### config.mk
export PLATFORM = sky130hd
export DESIGN_NAME = end_banner_seq
export DESIGN_NICKNAME = d
export VERILOG_FILES = /design/src/rtl/vga_pkg.sv /design/src/rtl/motion_tick.sv /design/src/rtl/end_banner_seq.sv
export SDC_FILE = /design/constraint.sdc
export NUM_CORES = 1
export LEC_CHECK = 0
export ABC_AREA = 0
export ABC_CLOCK_PERIOD_IN_PS = 2000
export BUFFER_PORTS_ARGS = -buffer_cell sky130_fd_sc_hd__buf_2
export CORE_MARGIN = 2
export CORE_UTILIZATION = 48
export DETAILED_ROUTE_END_ITERATION = 7
export HOLD_SLACK_MARGIN = 0.03
export MAX_ROUTING_LAYER = met4
export PLACE_DENSITY = 0.72
export SYNTH_ARGS = -nofsm -noshare
export SYNTH_HDL_FRONTEND = slang
export SYNTH_SLANG_ARGS = --single-unit
### constraint.sdc
create_clock -name clk -period 2 [get_ports clk]
set_input_delay 0.3 -clock clk [delete_from_list [all_inputs] [get_ports clk]]
set_output_delay 0.3 -clock clk [all_outputs]
set_load 0.02 [all_outputs]
### src/rtl/vga_pkg.sv
// Shared VGA-path types: sequencer state encoding, game outcome and coordinate width.
package vga_pkg;

    localparam int COORD_W = 12;

    typedef enum logic [2:0] {
        IDLE   = 3'd0,
        SCROLL = 3'd1,
        HOLD   = 3'd2,
        WAIT   = 3'd3,
        CLEAR  = 3'd4
    } seq_state_t;

    typedef enum logic {
        OUT_WIN  = 1'b0,
        OUT_LOSE = 1'b1
    } outcome_t;

endpackage

### src/rtl/motion_tick.sv
// Motion pacing: clock divider whose wraps raise a pending flag that is applied at frame start.
module motion_tick #(
    parameter int unsigned TICK_DIV = 1000000
) (
    input  logic clk,
    input  logic rst,
    input  logic en,
    input  logic frame_start,
    output logic apply
);

    localparam int unsigned CNT_W = (TICK_DIV > 1) ? $clog2(TICK_DIV) : 1;

    logic [CNT_W-1:0] cnt;
    logic             pending;
    logic             wrap;

    assign wrap  = en && (cnt == CNT_W'(TICK_DIV - 1));
    // A wrap coinciding with frame_start is applied immediately, without going through pending.
    assign apply = en && frame_start && (pending || wrap);

    always_ff @(posedge clk) begin
        if (rst || !en) begin
            cnt     <= '0;
            pending <= 1'b0;
        end else begin
            cnt <= wrap ? '0 : cnt + CNT_W'(1);
            if (apply)
                pending <= 1'b0;
            else if (wrap)
                pending <= 1'b1;
        end
    end

endmodule

### src/rtl/end_banner_seq.sv
// End-of-game banner sequencer: latches outcome, freezes play, scrolls the banner up,
// holds it, then waits for the player and pulses a restart request.
module end_banner_seq
    import vga_pkg::*;
#(
    parameter int unsigned TICK_DIV   = 1000000,
    parameter int unsigned START_ROW  = 480,
    parameter int unsigned END_ROW    = 140,
    parameter int unsigned BANNER_COL = 195,
    parameter int unsigned STEP       = 3,
    parameter int unsigned HOLD_TICKS = 60
) (
    input  logic               clk,
    input  logic               rst,
    input  logic               frame_start,
    input  logic               game_win,
    input  logic               game_lose,
    input  logic               restart_btn,
    output logic [COORD_W-1:0] banner_row,
    output logic [COORD_W-1:0] banner_col,
    output logic               show_winner,
    output logic               show_loser,
    output logic               freeze_game,
    output logic               restart_req,
    output logic [2:0]         seq_state
);

    localparam int unsigned HOLD_W = (HOLD_TICKS > 1) ? $clog2(HOLD_TICKS + 1) : 1;
    localparam logic signed [COORD_W:0] STEP_S = (COORD_W + 1)'(STEP);
    localparam logic signed [COORD_W:0] END_S  = (COORD_W + 1)'(END_ROW);

    seq_state_t                 state;
    outcome_t                   outcome;
    logic                       banner_on;
    logic [HOLD_W-1:0]          hold_cnt;
    logic                       tick_en;
    logic                       apply;
    logic signed [COORD_W:0]    row_dec;

    assign tick_en = (state == SCROLL) || (state == HOLD) || (state == WAIT);

    motion_tick #(.TICK_DIV(TICK_DIV)) u_tick (
        .clk        (clk),
        .rst        (rst),
        .en         (tick_en),
        .frame_start(frame_start),
        .apply      (apply)
    );

    // One bit of headroom so a step past row 0 compares as negative instead of wrapping.
    assign row_dec = $signed({1'b0, banner_row}) - STEP_S;

    always_ff @(posedge clk) begin
        if (rst) begin
            state       <= IDLE;
            outcome     <= OUT_WIN;
            banner_on   <= 1'b0;
            banner_row  <= COORD_W'(START_ROW);
            hold_cnt    <= '0;
            freeze_game <= 1'b0;
            restart_req <= 1'b0;
        end else begin
            restart_req <= 1'b0;
            case (state)
                IDLE: begin
                    if (game_lose || game_win) begin
                        outcome     <= game_lose ? OUT_LOSE : OUT_WIN;
                        banner_on   <= 1'b1;
                        freeze_game <= 1'b1;
                        state       <= SCROLL;
                    end
                end
                SCROLL: begin
                    if (apply) begin
                        if (row_dec <= END_S) begin
                            banner_row <= COORD_W'(END_ROW);
                            hold_cnt   <= '0;
                            state      <= HOLD;
                        end else begin
                            banner_row <= row_dec[COORD_W-1:0];
                        end
                    end
                end
                HOLD: begin
                    if (apply) begin
                        if (hold_cnt == HOLD_W'(HOLD_TICKS - 1))
                            state <= WAIT;
                        else
                            hold_cnt <= hold_cnt + HOLD_W'(1);
                    end
                end
                WAIT: begin
                    if (restart_btn) begin
                        restart_req <= 1'b1;
                        banner_row  <= COORD_W'(START_ROW);
                        banner_on   <= 1'b0;
                        outcome     <= OUT_WIN;
                        state       <= CLEAR;
                    end
                end
                CLEAR: begin
                    freeze_game <= 1'b0;
                    state       <= IDLE;
                end
                default: state <= IDLE;
            endcase
        end
    end

    assign banner_col  = COORD_W'(BANNER_COL);
    assign show_winner = banner_on && (outcome == OUT_WIN);
    assign show_loser  = banner_on && (outcome == OUT_LOSE);
    assign seq_state   = state;

endmodule

==> metrics.txt, run 1 <==
post-detailed-routing wire length 5.56 mm; share of synthesized flip-flops with an asynchronous set or reset 0%; total clock buffers created by CTS 5; clock transition at the registers of the reported paths 90 ps; relative area change from synthesis to final layout 26.3%; Net Sw Frac 23.3%; total of fill cells in the finished design 480; relative contribution of the clock network to total power between 30% and 40%; Power per Cell Area 560 nW/um2; violation count after the first detailed-routing iteration 77; number of standard cells after synthesis roughly 300; number of remaining DRC errors 0; Placer Congestion 0.919; largest cells by area after synthesis dfxtp_1 (37%), nor2_1 (6.0%), buf_4 (4.0%); EDFF count, synth 0; share of the synthesized area in the top cell type 37.5%; combinational power share 7.0%; vias in the first global route 1983; Net count, final 369; Final Skew about 3.8 ps; Setup Crit Path Kind reg -> reg; placed standard-cell area 2900 um2; area of the die 5710 um2; Avg Synthesized Cell Area roughly 8 um2; starting utilization of the core area between 40% and 50%; die span in y 75.6 um; horizontal die dimension 75.6 um; antenna-violating nets left 0; Total Routing Usage GR between 20% and 30%; most frequent standard cell in the layout excluding fill and tap cells dfxtp_1; Core Area 5010 um2; antenna violations before repair 0; number of iterations in the first detailed-routing pass 4; min Tclk post-route around 2000 ps; worst reg2reg startpoint banner_row[1]; Unique masters post-synth 60; Final Instance Area around 3100 um2; switching power summed over all nets 404 uW; clock net sink count between 40 and 50; insertion delay of the later-clocked pin in the worst-skew pair around 290 ps; logic depth of the worst register-to-register path 7; largest net degree at the start of global routing 21; most frequent cells in the layout dfxtp_1 (40), nor2_1 (39), buf_4 (39); total number of H-tree levels 2; post-DR vias/cell 5.33; tightest hold margin 180 ps; final worst path period share 100%; proportion of power drawn by flip-flops and latches 53.5%; launching instance or port of the critical path banner_row[1]; Final HPWL DP 3.94 mm; class of the tightest hold or removal check in -> reg; number of buffers between clock root and the deepest sink 2; internal power of the cells 1.33 mW; leakage dissipation about 1.1 nW; Slew Viols, Final 0; capturing point of the worst reg2reg path banner_row[3]; predominant post-synthesis flop cell dfxtp_1; number of placed I/O pins 37; max-cap violations 0; run status finished, final reports clean; share of the yosys chip area belonging to registers between 30% and 40%; minimum setup slack among reg-to-reg paths 0.5 ps; Port-buffer cells 24; worst path cell trace ha_4, or3_4, or4_4, nand4_4, o211ai_4, or2_4, a31oi_1; RSZ-0062 raised after global routing true; Fmax 500 MHz; worst vdd rail ir drop roughly 300 uV; warning count from the yosys run 0; FP Rows 26; slowest library cell on the worst path or4_4; CP Data Required Time 2230 ps; post-placement setup slack -19.3 ps; critical path capture point type register; number of inserted diodes 0; mean routed wirelength per cell approximately 13 um; dominant cell type by area after synthesis dfxtp_1; element type at the critical path start register; Data arrival, critical path 2230 ps; final setup violation count 0; wire length of the first global-routing pass 8.71 mm; number of hold buffers added after CTS 0; Seq cells post-synth between 40 and 50; CP Capture Point banner_row[3]; Critical Path Fanout Max 7; overflow left after global routing 0; CTS tree yes; layout cell share with drive strength beyond 1 between 20% and 30%; total number of vias around 2300; root buffer selected by CTS clkbuf_8; minimum setup slack in the final design 0.464 ps; final-report hold violation count 0; combined area of all synthesized cells 2460 um2; Crit path largest cell delay around 440 ps
## worst max-delay path, delay by kind of cell (launching register included)
kind	cells	cell delay (ps)
flops	1	360
simple gates	4	1150
fa+ha+maj	1	180
compound gates	2	250
## per-layer routing
metal / vias up / wire (um) / global-route usage, %
met2: 36 / 2680 / 32.3
met5: - / 0 / -
met1: 1071 / 2640 / 26.0
met3: 7 / 156 / 3.97
met4: 0 / 78 / 6.43
li1: 1182 / - / -
## synth_stat cells, types with 6 or more instances
library cell	instances
dfxtp_1	46
nor2_1	39
nand2_1	26
nand3_1	17
a21oi_1	16
nor3_1	14
buf_4	13
o21ai_0	13
xor2_1	10
xnor2_1	9
clkbuf_1	7
nand4_1	7
and3_1	6
nor2b_1	6
## sequential cells by signal, indices dropped and copies added (netlist names)
signal          cells
u_tick.pending      1
banner_on           1
u_tick.cnt         20
outcome             1
restart_req         1
banner_row         12
hold_cnt            6
seq_state           3
freeze_game         1
## power groups by stage
stage          sequential (mW)  combinational (mW)  clock (mW)
2_1_floorplan            0.959              0.0893           0
3_3_place_gp             0.951               0.116           0
3_5_place_dp             0.951               0.117           0
4_1_cts                  0.929               0.120       0.712
5_1_grt                  0.931               0.135       0.741
6_report                 0.930               0.121       0.688
## worst min-delay path by stage
stage	from	to	slack (ps)	cells past startpoint
6_report	frame_start	u_tick.pending	180	2
5_1_grt	frame_start	u_tick.pending	180	2
4_1_cts	frame_start	u_tick.pending	170	2
3_5_place_dp	banner_on	banner_on	450	2
3_3_place_gp	banner_on	banner_on	450	2
2_1_floorplan	frame_start	u_tick.pending	380	1
## final cells by class
type | instances | area, um2 | area share (%)
clock buffer | 6 | 72.6 | 2.34
sequential | 46 | 933 | 30.1
timing repair buffer | 63 | 413 | 13.3
inverter | 5 | 18.8 | 0.605
multi-input combinational | 239 | 1540 | 49.7
tap | 70 | 87.6 | 2.82
clock inverter | 2 | 36.3 | 1.17
## kinds of logic (layout without fill, tap and decap cells)
| family | after synthesis | after routing | synth area share, % |
|---|---|---|---|
| adders and majority gates | 3 | 3 | 1.53 |
| muxes | 1 | 1 | 0.407 |
| buffers and inverters | 27 | 76 | 6.47 |
| and+or+nand+nor | 142 | 142 | 29.9 |
| DFF | 46 | 46 | 37.5 |
| AOI/OAI and AO/OA | 61 | 62 | 17.1 |
| other | 2 | 12 | 0.306 |
| xor gates and xnor gates | 19 | 19 | 6.77 |
## timing repair
action / in CTS / in global routing
setup endpoints to repair: 7 / 18
gates cloned: 1 / 0
setup buffers: 1 / 0
gates resized for setup: 1 / 14
pin swaps: 2 / 4
## through the flow
step / utilization [%] / setup TNS [ps] / power (mW) / cells
after floorplan: - / -85.0 / 1.05 / 311
after global placement: 57.8 / -89.3 / 1.07 / 421
after detailed placement: 57.8 / -23.8 / 1.07 / 421
after CTS: 60.5 / -21.3 / 1.76 / 431
after global routing: 62.0 / -250 / 1.81 / 431
final: 62.0 / 0 / 1.74 / 431
No activity file was read; power rests on OpenSTA's default activity.
==> inputs of run 2 (changes only) <==
==> constraint.sdc (replaced) <==
create_clock -name clk -period 2 [get_ports clk]
set_input_delay 0.1 -clock clk [delete_from_list [all_inputs] [get_ports clk]]
set_output_delay 0.1 -clock clk [all_outputs]
set_load 0.02 [all_outputs]
==> run 2 against run 1 <==
Setup slack better by 6.7 ps. Critical path depth did not move. Critical endpoint unchanged. Clock skew is 5.6 ps higher. Critical path type unchanged. Final area shrank 1.2%. First-iteration DRC count up 13%.
==> metrics.txt, run 2 (synthesis results as in run 1) <==
total of fill cells in the finished design 466 (-2.9%); total negative slack for setup checks 0 ps (unchanged); wire length of the first global-routing pass 8.89 mm (+2.1%); internal power of the cells 1.21 mW (-9.5%); max FFs per register 20 (unchanged); die span in y 75.6 um (unchanged); RSZ-0062 raised after global routing true; insertion delay of the later-clocked pin in the worst-skew pair 310 ps (+20 ps); start point of the worst hold path game_lose; relative contribution of the clock network to total power 35.4% (-4.2 points); number of remaining DRC errors 0 (unchanged); horizontal die dimension 75.6 um (unchanged); Total Routing Usage GR 21.2% (+0.93 points); Core Area 5010 um2 (unchanged); switching power summed over all nets 418 uW (+3.3%); vias in the first global route 2001 (+0.91%); class of the tightest hold or removal check in -> reg; post-placement cell count 420 (-0.24%); total number of vias 2312 (+0.70%); most flop-heavy register u_tick.cnt; Placer Congestion 0.907 (-1.3%); Critical Path Fanout Max 8 (+1); FP Rows 26 (unchanged); starting utilization of the core area 49.1% (unchanged); critical path capture point type register; Crit path largest cell delay 440 ps (about the same); capturing point of the worst reg2reg path banner_row[3]; most frequent standard cell in the layout excluding fill and tap cells dfxtp_1; combinational power share 7.4% (+0.4 points); antenna violations before repair 0 (unchanged); Data arrival, critical path 2230 ps (about the same); CTS tree yes; number of placed I/O pins 37 (unchanged); Final Skew 9.33 ps (+5.55 ps); overflow left after global routing 0 (unchanged); run status finished, final reports clean; number of buffers between clock root and the deepest sink 2 (unchanged); largest net degree at the start of global routing 24 (+14%); Final HPWL DP 3.98 mm (+0.78%); root buffer selected by CTS clkbuf_8; number of inserted diodes 0 (unchanged); mean routed wirelength per cell 13.1 um (+1.7%); layout cell share with drive strength beyond 1 26.9% (-0.83 points); post-detailed-routing wire length 5.65 mm (+1.7%); final worst path period share 99.6% (-0.33 points); Slew Viols, Final 0 (unchanged); fin cells 431 (unchanged); relative area change from synthesis to final layout 24.8%; total area of sequential cells 933 um2 (unchanged); biggest registers after layout u_tick.cnt x20, banner_row x12, hold_cnt x6; element type at the critical path start register; clock transition at the registers of the reported paths 90 ps (about the same); proportion of power drawn by flip-flops and latches 57.2% (+3.7 points); leakage dissipation 1.14 nW (-0.50%); most frequent cells in the layout dfxtp_1 (40), nor2_1 (39), buf_4 (38); final-report hold violation count 0 (unchanged); Port-buffer cells 24 (unchanged); max-cap violations 0 (unchanged); slowest library cell on the worst path or4_4; Fmax 502 MHz (+0.34%); post-placement setup slack -70.5 ps (-51.2 ps); CP Data Required Time 2240 ps (about the same); Net Sw Frac 25.7% (+2.5 points); area of combinational cells with multiple inputs 1510 um2 (-1.9%); Net count, final 369 (unchanged); Hold Path Stages 3 (+1); violation count after the first detailed-routing iteration 87 (+13%); worst reg2reg startpoint banner_row[0]; final setup violation count 0 (unchanged); Power per Cell Area 530 nW/um2 (-5.4%); worst path cell trace ha_4, or3_4, or4_4, nand4_4, o211ai_4, or2_1, a31oi_1; logic depth of the worst register-to-register path 7 (unchanged); min Tclk post-route 1990 ps (-6.68 ps); Setup Crit Path Kind reg -> reg; total power draw 1.62 mW (-6.5%); number of iterations in the first detailed-routing pass 4 (unchanged); total clock buffers created by CTS 5 (unchanged); worst vdd rail ir drop 274 uV (-9.0%); capture endpoint of the worst hold path outcome; total number of H-tree levels 2 (unchanged); area of the die 5710 um2 (unchanged); minimum setup slack in the final design 7.14 ps (+6.68 ps); minimum setup slack among reg-to-reg paths 7 ps (about the same); antenna-violating nets left 0 (unchanged); post-DR vias/cell 5.36 (+0.70%); clock net sink count 46 (unchanged)
[run 2: layout make-up]
| cell class | instances | share of cell area, % |
|---|---|---|
| Timing Repair Buffer | 64 | 13.9 |
| Clock inverter | 2 | 0.449 |
| Clock buffer | 6 | 2.37 |
| Sequential cell | 46 | 30.4 |
| Inverter | 5 | 0.612 |
| Multi-Input combinational cell | 238 | 49.4 |
| Tap cell | 70 | 2.86 |
[run 2: worst max-delay path by stage]
| stage | endpoint | start | cells past startpoint |
|---|---|---|---|
| detailed placement | hold_cnt[1] | u_tick.cnt[15] | 6 |
| CTS | banner_row[11] | banner_row[1] | 7 |
| global placement | hold_cnt[1] | u_tick.cnt[18] | 6 |
| finish | banner_row[3] | banner_row[0] | 7 |
| global route | banner_row[3] | banner_row[0] | 7 |
| floorplan | hold_cnt[2] | u_tick.cnt[1] | 7 |
[run 2: timing repair]
action                                  CTS  global route
cloned                                    0             0
endpoints found under the setup margin    8            18
setup buffers                             1             1
gates resized for setup                   3            11
pin swaps                                 4             3
hold buffers                              1             0
endpoints found under the hold margin     1             0
[run 2: metrics by stage]
stage	cell area [um2]	util [%]	hold slack [ps]
after floorplan	2540	-	176
after global placement	2890	57.7	294
after detailed placement	2890	57.7	302
after CTS	3010	60.0	57.4
after global routing	3070	61.2	81.1
final	3070	61.2	57.8
[run 2: power groups by stage]
stage | logic (mW) | registers [mW] | clock network, mW
2_1_floorplan | 0.0893 | 0.959 | 0
3_3_place_gp | 0.114 | 0.951 | 0
3_5_place_dp | 0.116 | 0.951 | 0
4_1_cts | 0.120 | 0.930 | 0.588
5_1_grt | 0.133 | 0.931 | 0.633
6_report | 0.121 | 0.930 | 0.575
[run 2: worst max-delay path, delay by kind of cell, from the launching register on]
kind	cells	cell delay [ps]
adder cells (fa/ha/maj)	1	170
AO/OA/AOI/OAI	2	260
AND/OR/NAND/NOR	4	1130
flip-flops	1	360
[run 2: metal layers]
metal	part of all wire [%]	track usage, %	vias up
met3	4.1	5.03	7
met4	1.5	8.58	0
met2	48	32.8	55
met5	0	-	-
met1	47	26.7	1067
li1	-	-	1183
==> inputs of run 3 (changes only) <==
--- a/config.mk
+++ b/config.mk
@@ -9,11 +9,11 @@
 export ABC_CLOCK_PERIOD_IN_PS = 2000
 export BUFFER_PORTS_ARGS = -buffer_cell sky130_fd_sc_hd__buf_2
 export CORE_MARGIN = 2
-export CORE_UTILIZATION = 48
+export CORE_UTILIZATION = 36
 export DETAILED_ROUTE_END_ITERATION = 7
 export HOLD_SLACK_MARGIN = 0.03
 export MAX_ROUTING_LAYER = met4
-export PLACE_DENSITY = 0.72
+export REMOVE_ABC_BUFFERS = 1
 export SYNTH_ARGS = -nofsm -noshare
 export SYNTH_HDL_FRONTEND = slang
 export SYNTH_SLANG_ARGS = --single-unit
==> run 3 against run 2 <==
Register-to-register slack lost 20 ps. Non-clock buffer count grew 12. Critical endpoint is now banner_row[1]. The flow now finishes with violations (setup timing). Largest cell class unchanged. Die area grew 31%. Clock skew up 1.4 ps. Critical path depth rose by 1. Fmax fell by 0.82%. Via count increased by 3.5%.
==> metrics.txt, run 3 (synthesis results as in run 1) <==
max-cap violations 0 (unchanged); number of remaining DRC errors 0 (unchanged); Port-buffer cells 24 (unchanged); Final HPWL DP 4.35 mm (+9.5%); run status complete, but fails checks; Critical Path Fanout Max 6 (-2); post-placement setup slack -132 ps (-62.0 ps); biggest registers after layout u_tick.cnt x20, banner_row x12, hold_cnt x6; minimum setup slack in the final design -9.30 ps (-16.4 ps); violation count after the first detailed-routing iteration 124 (+43%); Data arrival, critical path 2180 ps (-50 ps); combinational power share 7.0% (-0.4 points); total clock buffers created by CTS 5 (unchanged); total negative slack for setup checks -9.30 ps (-9.30 ps); insertion delay of the later-clocked pin in the worst-skew pair 300 ps (about the same); Core Area 6680 um2 (+33%); overflow left after global routing 0 (unchanged); wire length of the first global-routing pass 10.2 mm (+15%); total of fill cells in the finished design 659 (+41%); vias in the first global route 2198 (+9.8%); post-detailed-routing wire length 6.04 mm (+6.9%); layout cell share with drive strength beyond 1 31.6% (+4.8 points); number of buffers between clock root and the deepest sink 2 (unchanged); met1 routing resource usage after global routing 22.9% (-3.8 points); critical path capture point type register; CP Data Required Time 2170 ps (-70 ps); fin cells 453 (+5.1%); final-report hold violation count 0 (unchanged); total number of H-tree levels 2 (unchanged); element type at the critical path start register; clock transition at the registers of the reported paths 90 ps (about the same); tightest hold margin 76.7 ps (+18.9 ps); Power per Cell Area 535 nW/um2 (+0.96%); final standard cell utilization of the core 48.7% (-13 points); violated checks setup timing; area of combinational cells with multiple inputs 1580 um2 (+4.5%); Final Skew 10.7 ps (+1.41 ps); antenna violations before repair 0 (unchanged); die span in y 86.6 um (+15%); total area of sequential cells 927 um2 (-0.67%); horizontal die dimension 86.6 um (+15%); worst path cell trace ha_4, or3_4, or4_4, nand4_4, o211ai_4, buf_6, a32oi_2, nor2_1; switching power summed over all nets 402 uW (-3.7%); worst vdd rail ir drop 211 uV (-23%); slowest library cell on the worst path or4_4; final setup violation count 1 (+1); RSZ-0062 raised after global routing true; number of inserted diodes 0 (unchanged); final worst path period share 100% (+0.82 points); internal power of the cells 1.34 mW (+11%); Slew Viols, Final 0 (unchanged); largest net degree at the start of global routing 24 (unchanged); Fmax 498 MHz (-0.82%); most frequent cells in the layout buf_4 (50), dfxtp_1 (41), nor2_1 (38); Net count, final 381 (+3.3%); CTS tree yes; most frequent standard cell in the layout excluding fill and tap cells buf_4; relative area change from synthesis to final layout 32.3%; clock net sink count 46 (unchanged); total number of vias 2394 (+3.5%); post-DR vias/cell 5.28 (-1.5%); class of the tightest hold or removal check in -> reg; Net Sw Frac 23.1% (-2.6 points); Total Routing Usage GR 17.2% (-4.0 points); Placer Congestion 0.854 (-5.8%); proportion of power drawn by flip-flops and latches 53.6% (-3.6 points); most flop-heavy register u_tick.cnt; FP Rows 30 (+15%); max FFs per register 20 (unchanged); Crit path largest cell delay 440 ps (about the same); number of iterations in the first detailed-routing pass 4 (unchanged); number of placed I/O pins 37 (unchanged); leakage dissipation 1.23 nW (+7.4%); min Tclk post-route 2010 ps (+16.4 ps); Setup Crit Path Kind reg -> reg; root buffer selected by CTS clkbuf_8; routing usage on met2 26.7% (-6.0 points); busiest grt layer met2; relative contribution of the clock network to total power 39.4% (+4.0 points); starting utilization of the core area 36.8% (-12 points); mean routed wirelength per cell 13.3 um (+1.7%); post-placement cell count 442 (+5.2%); GR Util met3 3.05% (-2.0 points); antenna-violating nets left 0 (unchanged); area of the die 7500 um2 (+31%)
[run 3: worst paths after layout]
path | startpoint | slack (ps) | depth (start not counted) | end
hold reg to reg | banner_on | 470 | 2 | banner_on
setup / recovery | banner_row[0] | -9 | 8 | banner_row[1]
setup reg to reg | banner_row[0] | -9 | 8 | banner_row[1]
hold / removal | game_lose | 80 | 3 | outcome
[run 3: per-stage QoR]
| stage | power, mW | instance area, um2 |
|---|---|---|
| 6_report | 1.74 | 3250 |
| 5_1_grt | 1.82 | 3250 |
| 4_1_cts | 1.76 | 3120 |
| 2_1_floorplan | 1.02 | 2350 |
| 3_3_place_gp | 1.07 | 2940 |
| 3_5_place_dp | 1.07 | 2940 |
[run 3: critical path: cells and delay by family (launching register included)]
kind                       cells  cell delay [ps]
adders and majority gates      1              150
AOI/OAI and AO/OA              2              320
buffers and inverters          1              160
and+or+nand+nor                4              920
DFF                            1              340
[run 3: layout make-up]
class,instances,share of cell area [%]
Tap cell,80,3.08
Clock inverter,1,0.923
Timing Repair Buffer,76,15.9
Inverter,5,0.577
Clock buffer,7,2.35
Multi-Input combinational cell,238,48.7
Sequential cell,46,28.5
[run 3: per-layer routing]
layer | share of wire, % | vias up
met5 | 0 | -
met4 | 1.7 | 0
met3 | 4.2 | 9
met2 | 47 | 67
met1 | 48 | 1109
li1 | - | 1209
[run 3: what timing repair did]
| item | in CTS | in global routing |
|---|---|---|
| hold endpoints to repair | 1 | 0 |
| resized for setup | 12 | 28 |
| pin swaps | 9 | 6 |
| buffers inserted | 1 | 2 |
| cloned | 0 | 0 |
| setup endpoints to repair | 15 | 20 |
| hold buffers | 1 | 0 |
[run 3: power by group through the flow]
stage | Sequential [mW] | Combinational (mW) | Clock [mW]
after floorplan | 0.962 | 0.0603 | 0
after CTS | 0.932 | 0.121 | 0.707
after detailed placement | 0.953 | 0.115 | 0
final | 0.933 | 0.122 | 0.685
after global placement | 0.953 | 0.114 | 0
after global routing | 0.935 | 0.135 | 0.746
